File: src/rtl/alu_seq_ctrl_pkg.sv
// rtl/alu_seq_ctrl_pkg.sv - shared state encoding, control-word layout and datapath opcodes
package alu_seq_ctrl_pkg;

    localparam logic [31:0] IDLE_DISP = 32'h8888_8888;

    typedef enum logic [2:0] {
        ST_LD_A,
        ST_LD_SD,
        ST_LD_CTL,
        ST_EXEC,
        ST_OUT_F,
        ST_OUT_SH
    } state_t;

    // Control word: [31:24] sh_num, [23:21] sh_op, [20:17] alu_op, [16] cf_in, [15] vf_in
    localparam int CTL_SH_NUM_LSB = 24;
    localparam int CTL_SH_OP_LSB  = 21;
    localparam int CTL_ALU_OP_LSB = 17;
    localparam int CTL_CF_BIT     = 16;
    localparam int CTL_VF_BIT     = 15;

    // Field order matches the control word so bits [31:15] cast straight in
    typedef struct packed {
        logic [7:0] sh_num;
        logic [2:0] sh_op;
        logic [3:0] alu_op;
        logic       cf_in;
        logic       vf_in;
    } ctl_t;

    localparam logic [3:0] ALU_ADD = 4'd0;
    localparam logic [3:0] ALU_SUB = 4'd1;
    localparam logic [3:0] ALU_AND = 4'd2;
    localparam logic [3:0] ALU_ORR = 4'd3;
    localparam logic [3:0] ALU_EOR = 4'd4;
    localparam logic [3:0] ALU_ADC = 4'd5;

    localparam logic [2:0] SH_LSL = 3'd0;
    localparam logic [2:0] SH_LSR = 3'd1;
    localparam logic [2:0] SH_ASR = 3'd2;
    localparam logic [2:0] SH_ROR = 3'd3;

endpackage

File: src/rtl/alu_seq_ctrl_if.sv
// rtl/alu_seq_ctrl_if.sv - operand beat stream in, result beat stream out
interface alu_seq_ctrl_if #(
    parameter int DW = 32
);
    logic          in_valid;
    logic          in_ready;
    logic [DW-1:0] in_data;
    logic          out_valid;
    logic          out_ready;
    logic [DW-1:0] out_data;
    logic          out_last;

    modport master (
        output in_valid, in_data, out_ready,
        input  in_ready, out_valid, out_data, out_last
    );

    modport slave (
        input  in_valid, in_data, out_ready,
        output in_ready, out_valid, out_data, out_last
    );
endinterface

File: src/rtl/alu_seq_ctrl.sv
// rtl/alu_seq_ctrl.sv - sequences A / shift-data / control beats into an external ALU+shifter
module alu_seq_ctrl
    import alu_seq_ctrl_pkg::*;
#(
    parameter int DW = 32
) (
    input  logic          clk,
    input  logic          rst_n,
    alu_seq_ctrl_if.slave bus,
    input  logic          abort,
    output logic [DW-1:0] alu_a,
    output logic [DW-1:0] sh_data,
    output logic [7:0]    sh_num,
    output logic [2:0]    sh_op,
    output logic [3:0]    alu_op,
    output logic          cf_in,
    output logic          vf_in,
    input  logic [DW-1:0] alu_f,
    input  logic [3:0]    alu_nzcv,
    input  logic [DW-1:0] sh_out,
    input  logic          sh_cout,
    output logic [4:0]    flags,
    output logic [1:0]    beat_cnt,
    output logic          busy
);

    state_t        state_q, state_d;
    logic [DW-1:0] alu_a_q, alu_a_d;
    logic [DW-1:0] sh_data_q, sh_data_d;
    ctl_t          ctl_q, ctl_d;
    logic [DW-1:0] sh_res_q, sh_res_d;
    logic [DW-1:0] out_data_q, out_data_d;
    logic [4:0]    flags_q, flags_d;

    logic       in_ready_c, out_valid_c, out_last_c, busy_c;
    logic [1:0] beat_cnt_c;
    logic       in_fire, out_fire;

    always_comb begin
        state_d     = state_q;
        in_ready_c  = 1'b0;
        out_valid_c = 1'b0;
        out_last_c  = 1'b0;
        busy_c      = 1'b0;
        beat_cnt_c  = 2'd3;
        case (state_q)
            ST_LD_A: begin
                in_ready_c = 1'b1;
                beat_cnt_c = 2'd0;
                if (bus.in_valid) state_d = ST_LD_SD;
            end
            ST_LD_SD: begin
                in_ready_c = 1'b1;
                beat_cnt_c = 2'd1;
                if (bus.in_valid) state_d = ST_LD_CTL;
            end
            ST_LD_CTL: begin
                in_ready_c = 1'b1;
                beat_cnt_c = 2'd2;
                if (bus.in_valid) state_d = ST_EXEC;
            end
            ST_EXEC: begin
                busy_c  = 1'b1;
                state_d = ST_OUT_F;
            end
            ST_OUT_F: begin
                busy_c      = 1'b1;
                out_valid_c = 1'b1;
                if (bus.out_ready) state_d = ST_OUT_SH;
            end
            ST_OUT_SH: begin
                busy_c      = 1'b1;
                out_valid_c = 1'b1;
                out_last_c  = 1'b1;
                if (bus.out_ready) state_d = ST_LD_A;
            end
            default: state_d = ST_LD_A;
        endcase
        // Abort overrides any handshake completing in the same cycle
        if (abort) state_d = ST_LD_A;
    end

    assign in_fire  = in_ready_c  & bus.in_valid  & ~abort;
    assign out_fire = out_valid_c & bus.out_ready & ~abort;

    always_comb begin
        alu_a_d    = alu_a_q;
        sh_data_d  = sh_data_q;
        ctl_d      = ctl_q;
        sh_res_d   = sh_res_q;
        out_data_d = out_data_q;
        flags_d    = flags_q;
        if (in_fire && state_q == ST_LD_A)   alu_a_d   = bus.in_data;
        if (in_fire && state_q == ST_LD_SD)  sh_data_d = bus.in_data;
        if (in_fire && state_q == ST_LD_CTL) ctl_d     = ctl_t'(bus.in_data[DW-1:CTL_VF_BIT]);
        if (state_q == ST_EXEC && !abort) begin
            sh_res_d   = sh_out;
            out_data_d = alu_f;
            flags_d    = {alu_nzcv, sh_cout};
        end
        if (out_fire && state_q == ST_OUT_F) out_data_d = sh_res_q;
        if (abort) out_data_d = IDLE_DISP;
    end

    always_ff @(posedge clk or negedge rst_n) begin
        if (!rst_n) begin
            state_q    <= ST_LD_A;
            alu_a_q    <= '0;
            sh_data_q  <= '0;
            ctl_q      <= '0;
            sh_res_q   <= '0;
            out_data_q <= '0;
            flags_q    <= '0;
        end else begin
            state_q    <= state_d;
            alu_a_q    <= alu_a_d;
            sh_data_q  <= sh_data_d;
            ctl_q      <= ctl_d;
            sh_res_q   <= sh_res_d;
            out_data_q <= out_data_d;
            flags_q    <= flags_d;
        end
    end

    assign bus.in_ready  = in_ready_c;
    assign bus.out_valid = out_valid_c;
    assign bus.out_last  = out_last_c;
    assign bus.out_data  = out_data_q;
    assign alu_a    = alu_a_q;
    assign sh_data  = sh_data_q;
    assign sh_num   = ctl_q.sh_num;
    assign sh_op    = ctl_q.sh_op;
    assign alu_op   = ctl_q.alu_op;
    assign cf_in    = ctl_q.cf_in;
    assign vf_in    = ctl_q.vf_in;
    assign flags    = flags_q;
    assign beat_cnt = beat_cnt_c;
    assign busy     = busy_c;

endmodule

File: src/flat_wrapper.sv
// flat-port wrapper written by rule: the top's interface ports become plain ports
module alu_seq_ctrl_flat import alu_seq_ctrl_pkg::*;
#(
    parameter int DW = 32
)
  (clk, rst_n, abort, alu_a, sh_data, sh_num, sh_op, alu_op, cf_in, vf_in, alu_f, alu_nzcv, sh_out, sh_cout, flags, beat_cnt, busy, bus_in_valid, bus_in_data, bus_out_ready, bus_in_ready, bus_out_valid, bus_out_data, bus_out_last);
  alu_seq_ctrl_if #(.DW(DW)) bus_i ();
  input  logic clk;
  input  logic rst_n;
  input  logic abort;
  output logic [DW-1:0] alu_a;
  output logic [DW-1:0] sh_data;
  output logic [7:0] sh_num;
  output logic [2:0] sh_op;
  output logic [3:0] alu_op;
  output logic cf_in;
  output logic vf_in;
  input  logic [DW-1:0] alu_f;
  input  logic [3:0] alu_nzcv;
  input  logic [DW-1:0] sh_out;
  input  logic sh_cout;
  output logic [4:0] flags;
  output logic [1:0] beat_cnt;
  output logic busy;
  input wire logic [$bits(bus_i.in_valid)-1:0] bus_in_valid;
  input wire logic [$bits(bus_i.in_data)-1:0] bus_in_data;
  input wire logic [$bits(bus_i.out_ready)-1:0] bus_out_ready;
  output wire logic [$bits(bus_i.in_ready)-1:0] bus_in_ready;
  output wire logic [$bits(bus_i.out_valid)-1:0] bus_out_valid;
  output wire logic [$bits(bus_i.out_data)-1:0] bus_out_data;
  output wire logic [$bits(bus_i.out_last)-1:0] bus_out_last;
  assign bus_i.in_valid = bus_in_valid;
  assign bus_i.in_data = bus_in_data;
  assign bus_i.out_ready = bus_out_ready;
  assign bus_in_ready = bus_i.in_ready;
  assign bus_out_valid = bus_i.out_valid;
  assign bus_out_data = bus_i.out_data;
  assign bus_out_last = bus_i.out_last;
  alu_seq_ctrl #(.DW(DW)) u_core (.clk(clk), .rst_n(rst_n), .bus(bus_i), .abort(abort), .alu_a(alu_a), .sh_data(sh_data), .sh_num(sh_num), .sh_op(sh_op), .alu_op(alu_op), .cf_in(cf_in), .vf_in(vf_in), .alu_f(alu_f), .alu_nzcv(alu_nzcv), .sh_out(sh_out), .sh_cout(sh_cout), .flags(flags), .beat_cnt(beat_cnt), .busy(busy));
endmodule
File: config.mk
export PLATFORM = sky130hd
export DESIGN_NAME = alu_seq_ctrl_flat
export DESIGN_NICKNAME = d
export VERILOG_FILES = /design/src/rtl/alu_seq_ctrl_pkg.sv /design/src/rtl/alu_seq_ctrl_if.sv /design/src/rtl/alu_seq_ctrl.sv /design/src/flat_wrapper.sv
export SDC_FILE = /design/constraint.sdc
export NUM_CORES = 1
export LEC_CHECK = 0
export CELL_PAD_IN_SITES_DETAIL_PLACEMENT = 1
export CELL_PAD_IN_SITES_GLOBAL_PLACEMENT = 1
export CORE_MARGIN = 2
export CORE_UTILIZATION = 38
export DETAILED_ROUTE_END_ITERATION = 10
export PLACE_DENSITY = 0.88
export SYNTH_ARGS = -nofsm -noshare
export SYNTH_HDL_FRONTEND = slang
export SYNTH_SLANG_ARGS = --single-unit
File: constraint.sdc
create_clock -name clk -period 3.35 [get_ports clk]
set_clock_uncertainty 0.05 [all_clocks]
set_input_delay 0.5025 -clock clk [delete_from_list [all_inputs] [get_ports clk]]
set_output_delay 0.5025 -clock clk [all_outputs]
set_load 0.01 [all_outputs]
==> impl_metrics.env, run 1 <==
export IMPL_outcome="complete, no violations"
export IMPL_dieArea_um2=16900
export IMPL_drive_gt1_share_pct=27.2
export IMPL_root_buffer="clkbuf_16"
export IMPL_sequentialPowerShare_pct=41.7
export IMPL_postCtsSetupRepairBufs=0
export IMPL_fp_coreArea_um2=15700
export IMPL_cts_buffer_depth=2
export IMPL_ys_flop_type="dfrtp_1"
export IMPL_hold_viol_final=0
export IMPL_start_util_pct=38.5
export IMPL_layout_setup_ws_ns=0.803
export IMPL_netlist_area_um2=6040
export IMPL_yosys_area_top_type="dfrtp_1"
export IMPL_grt_overflow=0
export IMPL_postCtsResizedCells=0
export IMPL_clock_latency_ns=0.42
export IMPL_place_ws_ns=0.879
export IMPL_placed_cells=817
export IMPL_syn_area_per_cell_um2=15.5
export IMPL_portBuffers=229
export IMPL_multi_input_area_um2=2080
export IMPL_n_fill_cell=1505
export IMPL_p_sw_uw=1490
export IMPL_drt_iter0_drc=141
export IMPL_layout_common_cells="clkdlybuf4s50_1 (228), dfrtp_1 (153), mux2_2 (118)"
export IMPL_via_per_inst=4.94
export IMPL_synth_cell_type_count=27
export IMPL_vias=4193
export IMPL_power_leakage_uw=0.00395
export IMPL_hold_buffers=0
export IMPL_drv_cap=0
export IMPL_setup_viol=0
export IMPL_firstDrtPassIters=4
export IMPL_max_slew_worst_pin_slew_ns=0.862
export IMPL_grt_pass1_wl_mm=26.5
export IMPL_fin_setup_tns_ns=0
export IMPL_max_freq_ghz=0.393
export IMPL_synth_async_reset_ratio_pct=100
export IMPL_antenna_cells=0
export IMPL_seq_area_um2=3830
export IMPL_clk_pin_slew_ns=0.06
export IMPL_report_final_slew_viol_count=0
export IMPL_hold_path_class="primary input to async pin"
export IMPL_crit_fanout=9
export IMPL_synth_top_area_share_pct=63.3
export IMPL_slew_headroom_pct=42.6
export IMPL_ys_seq_area_share_pct=63.3
export IMPL_internal_power_uw=4360
export IMPL_io_pins=230
export IMPL_ant_nets=0
export IMPL_grt_pass1_vias=4793
export IMPL_die_x_um=130
export IMPL_yosysWarnings=0
export IMPL_grt_max_degree=92
export IMPL_drc_errors=0
export IMPL_cp_end_kind="output port"
export IMPL_std_cell_rows=46
export IMPL_post_dp_hpwl_mm=12.4
export IMPL_layout_commonest_cell="clkdlybuf4s50_1"
export IMPL_die_y_um=130
export IMPL_min_period_ns=2.55
export IMPL_cts_sinks=153
export IMPL_fin_crit_sh_pct=76.0
export IMPL_required_ns=2.80
export IMPL_finalNetCount=726
export IMPL_place_gp_congestion=0.767
export IMPL_fin_cells=849
export IMPL_synth_seq_cells=153
export IMPL_critPathKind="register to output port"
export IMPL_clkPwrFrac_pct=34.8
export IMPL_cts_buffers=17
export IMPL_startpoint="u_core.state_q[2]"
export IMPL_cp_data_arrival_time_ns=1.99
export IMPL_combinationalPowerShare_pct=23.5
export IMPL_ys_top_cells_by_area="dfrtp_1 (63%), mux2_2 (22%), a221o_1 (4.0%), and2_1 (2.6%), o221a_2 (1.5%)"
export IMPL_ir_worst_vdd_v=0.000332
export IMPL_synth_nets=495
export IMPL_wl_per_cell_um=20.5
export IMPL_reg2reg_from="u_core.state_q[2]"
export IMPL_rsz0062_at_grt="no"
export IMPL_powerDensity_nw_per_um2=637
export IMPL_antenna_found_initial=0
export IMPL_p_sw_share_pct=25.5
export IMPL_worstSetupStartpointType="register"
export IMPL_syn2layout_area_growth_pct=51.9
export IMPL_drt_total_wl_mm=17.4
export IMPL_cts_htree_levels=4
export IMPL_grt_usage_pct=20.9
export IMPL_syn_instance_count=389
export IMPL_cts_tree="yes"
export IMPL_synth_edf_count=0
## metrics by stage
step | power, µW | hold WS, ns | area [µm²] | util (%)
after floorplan | 2920 | 0.157 | 6040 | -
after global placement | 3750 | 0.437 | 8560 | 54.5
after detailed placement | 3850 | 0.444 | 8560 | 54.5
after CTS | 5910 | 0.146 | 9180 | 58.4
after global routing | 6080 | 0.149 | 9180 | 58.4
final | 5850 | 0.0969 | 9180 | 58.4
## critical path, stage by stage, from the launching register on
cell             delay (ns)
dfrtp_1                0.54
and3b_1                0.26
or2_2                  0.28
clkdlybuf4s50_1        0.50
## final timing paths
check | to | slack (ns) | cells after the start
min in group clk | u_core.sh_res_q[8] | 0.46 | 1
max in group asynchronous | u_core.flags[3] | 2.28 | 2
setup / recovery | busy | 0.80 | 3
setup reg to reg | u_core.sh_data[9] | 1.27 | 4
hold / removal | u_core.bus.out_data[24] | 0.1 | 1
hold reg to reg | u_core.sh_res_q[8] | 0.46 | 1
## power groups by stage
| stage | combinational (µW) | clock [µW] | sequential [µW] |
|---|---|---|---|
| finish | 1380 | 2040 | 2440 |
| global route | 1460 | 2140 | 2480 |
| CTS | 1400 | 2070 | 2440 |
| detailed placement | 1380 | 0 | 2470 |
| global placement | 1320 | 0 | 2430 |
| floorplan | 373 | 0 | 2550 |
## synthesized netlist by cell type, drive strengths merged (3+ instances only)
master / instances
a21oi: 4
nor2b: 3
nand2b: 9
nand2: 3
o221a: 8
mux2: 118
and2: 25
nor2: 4
dfrtp: 153
nand3: 3
clkbuf: 3
a221o: 24
buf: 21
## cells by family after synthesis
logic type / count (synthesis) / synth area share (%)
buffers and inverters: 25 / 2.73
multiplexers: 119 / 22.1
AO/OA/AOI/OAI: 36 / 5.80
AND/OR/NAND/NOR: 56 / 5.98
flip-flops: 153 / 63.3
## layout make-up
type,count,area share (%)
well taps,216,2.94
multi-input cells,211,22.6
flip-flops and latches,153,41.7
repair buffers,236,26.0
clock inverters,11,1.85
inverters,1,0.0409
clock buffers,21,4.91
## metal layers
layer / share of wire, % / wire length (µm) / vias up / global-route usage [%]
li1: - / - / 1861 / -
met3: 4.3 / 746 / 37 / 4.67
met1: 39 / 6850 / 2164 / 23.5
met5: 0 / 0 / - / 0
met4: 3.0 / 514 / 0 / 9.42
met2: 53 / 9290 / 131 / 38.0
## state kept, by name, indices dropped and copies added (netlist names)
register             flops
u_core.alu_a            32
u_core.bus.out_data     32
u_core.sh_data          32
u_core.sh_res_q         32
u_core.sh_num            8
u_core.flags             5
u_core.alu_op            4
u_core.sh_op             3
u_core.state_q           3
u_core.cf_in             1
u_core.vf_in             1
Power figures use the tool's default switching activity.
==> run 2: changes to the inputs <==
--- a/config.mk
+++ b/config.mk
@@ -8,9 +8,9 @@
 export CELL_PAD_IN_SITES_DETAIL_PLACEMENT = 1
 export CELL_PAD_IN_SITES_GLOBAL_PLACEMENT = 1
 export CORE_MARGIN = 2
-export CORE_UTILIZATION = 38
+export CORE_UTILIZATION = 32
 export DETAILED_ROUTE_END_ITERATION = 10
-export PLACE_DENSITY = 0.88
+export PLACE_DENSITY = 0.79
 export SYNTH_ARGS = -nofsm -noshare
 export SYNTH_HDL_FRONTEND = slang
 export SYNTH_SLANG_ARGS = --single-unit
==> constraint.sdc (replaced) <==
create_clock -name clk -period 2.2 [get_ports clk]
set_clock_uncertainty 0.05 [all_clocks]
set_input_delay 0.33 -clock clk [delete_from_list [all_inputs] [get_ports clk]]
set_output_delay 0.33 -clock clk [all_outputs]
set_load 0.01 [all_outputs]
==> run 2 against run 1 <==
Compared with the run above: first-iteration DRC count rose by 2.1%; clock power rose by 32%; clock-buffer cell count fell by 3; largest power group unchanged; highest routed layer unchanged.
==> impl_metrics.env, run 2 (same netlist as run 1, synthesis figures left out) <==
export IMPL_fin_cells=879
export IMPL_cts_tree="yes"
export IMPL_placed_cells=839
export IMPL_max_slew_worst_pin_slew_ns=1.14
export IMPL_design_area_um2=9240
export IMPL_postPlaceCellArea_um2=8620
export IMPL_worstSetupStartpointType="register"
export IMPL_place_gp_congestion=0.781
export IMPL_drive_gt1_share_pct=29.1
export IMPL_min_period_ns=2.10
export IMPL_antenna_cells=0
export IMPL_vias=4278
export IMPL_cts_buffers=17
export IMPL_cts_sinks=153
export IMPL_clk_pin_slew_ns=0.07
export IMPL_die_y_um=141
export IMPL_crit_fanout=6
export IMPL_report_final_slew_viol_count=0
export IMPL_cp_end_kind="output port"
export IMPL_cts_htree_levels=4
export IMPL_antenna_found_initial=0
export IMPL_fin_setup_tns_ns=0
export IMPL_r2r_cells=3
export IMPL_ant_nets=0
export IMPL_post_dp_hpwl_mm=12.7
export IMPL_cts_buffer_depth=2
export IMPL_slew_headroom_pct=24.0
export IMPL_max_freq_ghz=0.476
export IMPL_layout_common_cells="clkdlybuf4s50_1 (225), dfrtp_1 (150), mux2_2 (118)"
export IMPL_grt_pass1_vias=4818
export IMPL_ir_worst_vdd_v=0.000518
export IMPL_drt_iter0_drc=144
export IMPL_cp_data_arrival_time_ns=1.72
export IMPL_finalNetCount=738
export IMPL_p_total_uw=8490
export IMPL_grt_usage_pct=18.2
export IMPL_powerDensity_nw_per_um2=920
export IMPL_reg2reg_from="u_core.state_q[1]"
export IMPL_power_leakage_uw=0.00397
export IMPL_hold_viol_final=0
export IMPL_grt_pass1_wl_mm=27.5
export IMPL_die_x_um=141
export IMPL_fp_coreArea_um2=18600
export IMPL_critPathKind="register to output port"
export IMPL_portBuffers=229
export IMPL_grt_max_degree=55
export IMPL_syn2layout_area_growth_pct=52.8
export IMPL_fin_crit_sh_pct=95.5
export IMPL_start_util_pct=32.4
export IMPL_drv_cap=0
export IMPL_required_ns=1.82
export IMPL_drt_total_wl_mm=17.8
export IMPL_drc_errors=0
export IMPL_layout_commonest_cell="clkdlybuf4s50_1"
export IMPL_wl_per_cell_um=20.2
export IMPL_clock_latency_ns=0.42
export IMPL_outcome="complete, no violations"
export IMPL_io_pins=230
export IMPL_firstDrtPassIters=5
export IMPL_dieArea_um2=20000
export IMPL_via_per_inst=4.87
export IMPL_r2r_end="u_core.bus.out_data[25]"
export IMPL_std_cell_rows=50
export IMPL_reg2reg_slack_ns=0.15
export IMPL_setup_viol=0
export IMPL_grt_overflow=0
export IMPL_root_buffer="clkbuf_16"
export IMPL_hold_path_class="primary input to async pin"
-- run 2: layout make-up --
class	count	area (µm²)
Inverter	1	3.75
Multi-Input combinational cell	211	2080
Clock buffer	18	429
Fill cell	1871	9410
Clock inverter	14	116
Sequential cell	153	3830
Tap cell	234	293
Timing Repair Buffer	248	2480
-- run 2: power breakdown --
part           internal (µW)  switching [µW]  leakage (µW)
Sequential              3370             308       0.00191
Combinational           1340             774       0.00181
Clock                   1460            1230      0.000244
-- run 2: worst max-delay path by stage --
stage,to,from,cells after the start,slack (ns)
after floorplan,u_core.sh_res_q[21],u_core.state_q[2],6,0.54
after global placement,u_core.bus.out_data[21],abort,4,-0.09
after detailed placement,u_core.bus.out_data[25],abort,4,-0.19
after CTS,busy,u_core.state_q[0],3,0.07
after global routing,u_core.bus.out_data[26],u_core.state_q[1],3,-0.007
final,busy,u_core.state_q[1],3,0.1
-- run 2: critical path: stages (launching register included) --
cell and delay, ns:
dfrtp_2 0.45, and3b_2 0.27, or2_2 0.28, dlygate4sd2_1 0.30
-- run 2: repair_timing --
action / in CTS / in global routing
hold endpoints to repair: 50 / 0
setup endpoints to repair: 4 / 22
resized for setup: 7 / 1
buffers inserted: 5 / 2
cloned: 0 / 0
hold buffers: 1 / 0
pin swaps: 0 / 5
-- run 2: per-stage QoR --
stage | setup slack [ns] | util (%) | hold WS [ns]
finish | 0.0981 | 49.5 | 0.368
detailed placement | -0.194 | 46.3 | 0.267
global placement | -0.0919 | 46.3 | 0.266
global route | -0.00701 | 49.5 | 0.391
floorplan | 0.544 | - | -0.0156
CTS | 0.0669 | 49.4 | 0.367
-- run 2: metal layers --
layer	track usage [%]	wire, µm	vias to the layer above	part of all wire, %
li1	-	-	1900	-
met1	20.8	6990	2204	39
met2	32.7	9580	144	54
met3	5.16	750	30	4.2
met4	6.37	463	0	2.6
met5	0	0	-	0
==> run 3: changes to the inputs <==
--- a/config.mk
+++ b/config.mk
@@ -5,12 +5,15 @@
 export SDC_FILE = /design/constraint.sdc
 export NUM_CORES = 1
 export LEC_CHECK = 0
+export CAP_MARGIN = 20
 export CELL_PAD_IN_SITES_DETAIL_PLACEMENT = 1
 export CELL_PAD_IN_SITES_GLOBAL_PLACEMENT = 1
 export CORE_MARGIN = 2
 export CORE_UTILIZATION = 32
 export DETAILED_ROUTE_END_ITERATION = 10
+export GPL_TIMING_DRIVEN = 0
 export PLACE_DENSITY = 0.79
+export SETUP_SLACK_MARGIN = 0.15
 export SYNTH_ARGS = -nofsm -noshare
 export SYNTH_HDL_FRONTEND = slang
 export SYNTH_SLANG_ARGS = --single-unit
==> run 3 against run 2 <==
Compared with the run above: critical path depth grew 1; global-route usage increased by 0.57 points; sequential power about the same; largest power group unchanged.
==> impl_metrics.env, run 3 (same netlist as run 1, synthesis figures left out) <==
export IMPL_grt_max_degree=96
export IMPL_crit_fanout=9
export IMPL_vias=4292
export IMPL_drv_cap=0
export IMPL_fp_coreArea_um2=18600
export IMPL_wl_per_cell_um=20.7
export IMPL_die_x_um=141
export IMPL_setup_viol=0
export IMPL_worstHoldEndpoint="u_core.state_q[2]"
export IMPL_report_final_slew_viol_count=0
export IMPL_cts_htree_levels=4
export IMPL_sequentialPowerShare_pct=41.5
export IMPL_combinationalPowerShare_pct=23.8
export IMPL_firstDrtPassIters=4
export IMPL_internal_power_uw=6600
export IMPL_cp_cell_sequence="buf_4 > nor2b_2 > and2_1 > dlygate4sd2_1"
export IMPL_max_slew_worst_pin_slew_ns=0.896
export IMPL_powerDensity_nw_per_um2=959
export IMPL_p_sw_uw=2290
export IMPL_design_area_um2=9270
export IMPL_clock_latency_ns=0.41
export IMPL_seq_area_um2=3830
export IMPL_place_gp_congestion=0.766
export IMPL_antenna_found_initial=0
export IMPL_hp_start="abort"
export IMPL_outcome="complete, no violations"
export IMPL_cts_buffers=17
export IMPL_path_delay_family="buffers and inverters"
export IMPL_post_dp_hpwl_mm=13.5
export IMPL_layout_commonest_cell="clkdlybuf4s50_1"
export IMPL_portBuffers=228
export IMPL_multi_input_area_um2=2050
export IMPL_finalNetCount=744
export IMPL_std_cell_rows=50
export IMPL_grt_pass1_wl_mm=28.6
export IMPL_hold_depth=2
export IMPL_power_leakage_uw=0.00403
export IMPL_die_y_um=141
export IMPL_worstSetupStartpointType="register"
export IMPL_root_buffer="clkbuf_16"
export IMPL_r2r_cells=5
export IMPL_antenna_cells=0
export IMPL_start_util_pct=32.4
export IMPL_reg2reg_slack_ns=0.30
export IMPL_drt_total_wl_mm=18.3
export IMPL_cts_sinks=153
export IMPL_required_ns=1.82
export IMPL_rsz0062_at_grt="no"
export IMPL_worst_hold_slack_ns=0.0773
export IMPL_reg2reg_from="u_core.state_q[2]"
export IMPL_critPathBufInv=2
export IMPL_crit_path_top_delay_cell="dfrtp_1"
export IMPL_hold_viol_final=0
export IMPL_startpoint="u_core.state_q[2]"
export IMPL_cts_buffer_depth=2
export IMPL_ant_nets=0
export IMPL_n_fill_cell=1867
export IMPL_p_sw_share_pct=25.7
export IMPL_drt_iter0_drc=186
export IMPL_dieArea_um2=20000
export IMPL_postCtsSetupRepairBufs=0
export IMPL_io_pins=230
export IMPL_grt_pass1_vias=5009
export IMPL_cts_tree="yes"
export IMPL_clk_pin_slew_ns=0.06
export IMPL_slew_headroom_pct=40.3
export IMPL_layout_common_cells="clkdlybuf4s50_1 (221), dfrtp_1 (152), mux2_2 (118)"
export IMPL_grt_usage_pct=18.8
export IMPL_drc_errors=0
export IMPL_grt_overflow=0
export IMPL_ir_worst_vdd_v=0.000509
export IMPL_slowest_delay_ns=0.37
export IMPL_hold_path_class="primary input to register"
export IMPL_fin_crit_sh_pct=90.1
export IMPL_clkPwrFrac_pct=34.8
export IMPL_postPlaceCellArea_um2=8650
export IMPL_syn2layout_area_growth_pct=53.3
export IMPL_via_per_inst=4.86
export IMPL_cp_data_arrival_time_ns=1.60
export IMPL_r2r_end="u_core.sh_num[0]"
export IMPL_max_freq_ghz=0.504
export IMPL_critPathKind="register to output port"
export IMPL_min_period_ns=1.98
export IMPL_cp_end_kind="output port"
export IMPL_drive_gt1_share_pct=29.1
[run 3: changes by cell type in the layout (fill, tap and decap cells not counted), sizes merged]
cell,previous run,this run
clkinvlp,7,0
buf,19,23
bufinv,0,4
clkdlybuf4s50,225,221
clkbuf,18,21
clkinv,2,5
dlygate4sd2,3,5
inv,6,5
[run 3: worst reg2reg max path, delay by kind of cell, from the launching register on]
kind          cells  cell delay (ns)
simple gates      2             0.56
buf+inv           2             0.49
mux               1             0.31
flops             1             0.37
[run 3: layout make-up]
| type | instances | share of cell area, % |
|---|---|---|
| plain buffers | 24 | 1.74 |
| clock buffers | 17 | 4.59 |
| clock inverters | 13 | 2.07 |
| inverters | 1 | 0.0405 |
| multi-input cells | 211 | 22.2 |
| flip-flops and latches | 153 | 41.3 |
| well taps | 234 | 3.16 |
| repair buffers | 230 | 24.9 |
[run 3: power groups by stage]
stage / clock [µW] / sequential (µW) / combinational [µW]
2_1_floorplan: 0 / 3880 / 568
3_3_place_gp: 0 / 3680 / 2050
3_5_place_dp: 0 / 3730 / 2130
4_1_cts: 3170 / 3690 / 2140
5_1_grt: 3280 / 3760 / 2230
6_report: 3090 / 3690 / 2110
[run 3: how the worst max path moves through the flow]
stage / slack, ns / endpoint / cells past startpoint
finish: 0.22 / bus_out_last / 4
global route: 0.17 / bus_in_ready / 4
CTS: 0.06 / busy / 4
detailed placement: 0.07 / u_core.bus.out_data[28] / 5
global placement: -5.18 / u_core.bus.out_data[28] / 1
floorplan: 0.54 / u_core.sh_res_q[21] / 6
[run 3: timing repair]
action / in CTS / in global routing
hold buffers: 1 / 0
endpoints found under the hold margin: 41 / 0
resized for setup: 8 / 3
setup endpoints to repair: 6 / 1
[run 3: routing by layer]
layer | GRT usage [%] | wire, µm
met5 | 0 | 0
met4 | 9.16 | 667
met3 | 3.48 | 662
met2 | 33.3 | 9860
met1 | 21.9 | 7130
[run 3: stage by stage]
step	TNS, ns	power [µW]	utilization [%]	worst slack [ns]	cells
2_1_floorplan	0	4450	-	0.544	389
3_3_place_gp	-791.89	5730	46.2	-5.18	851
3_5_place_dp	0	5860	46.4	0.0694	852
4_1_cts	0	9000	49.7	0.0648	883
5_1_grt	0	9270	49.7	0.169	883
6_report	0	8890	49.7	0.218	883
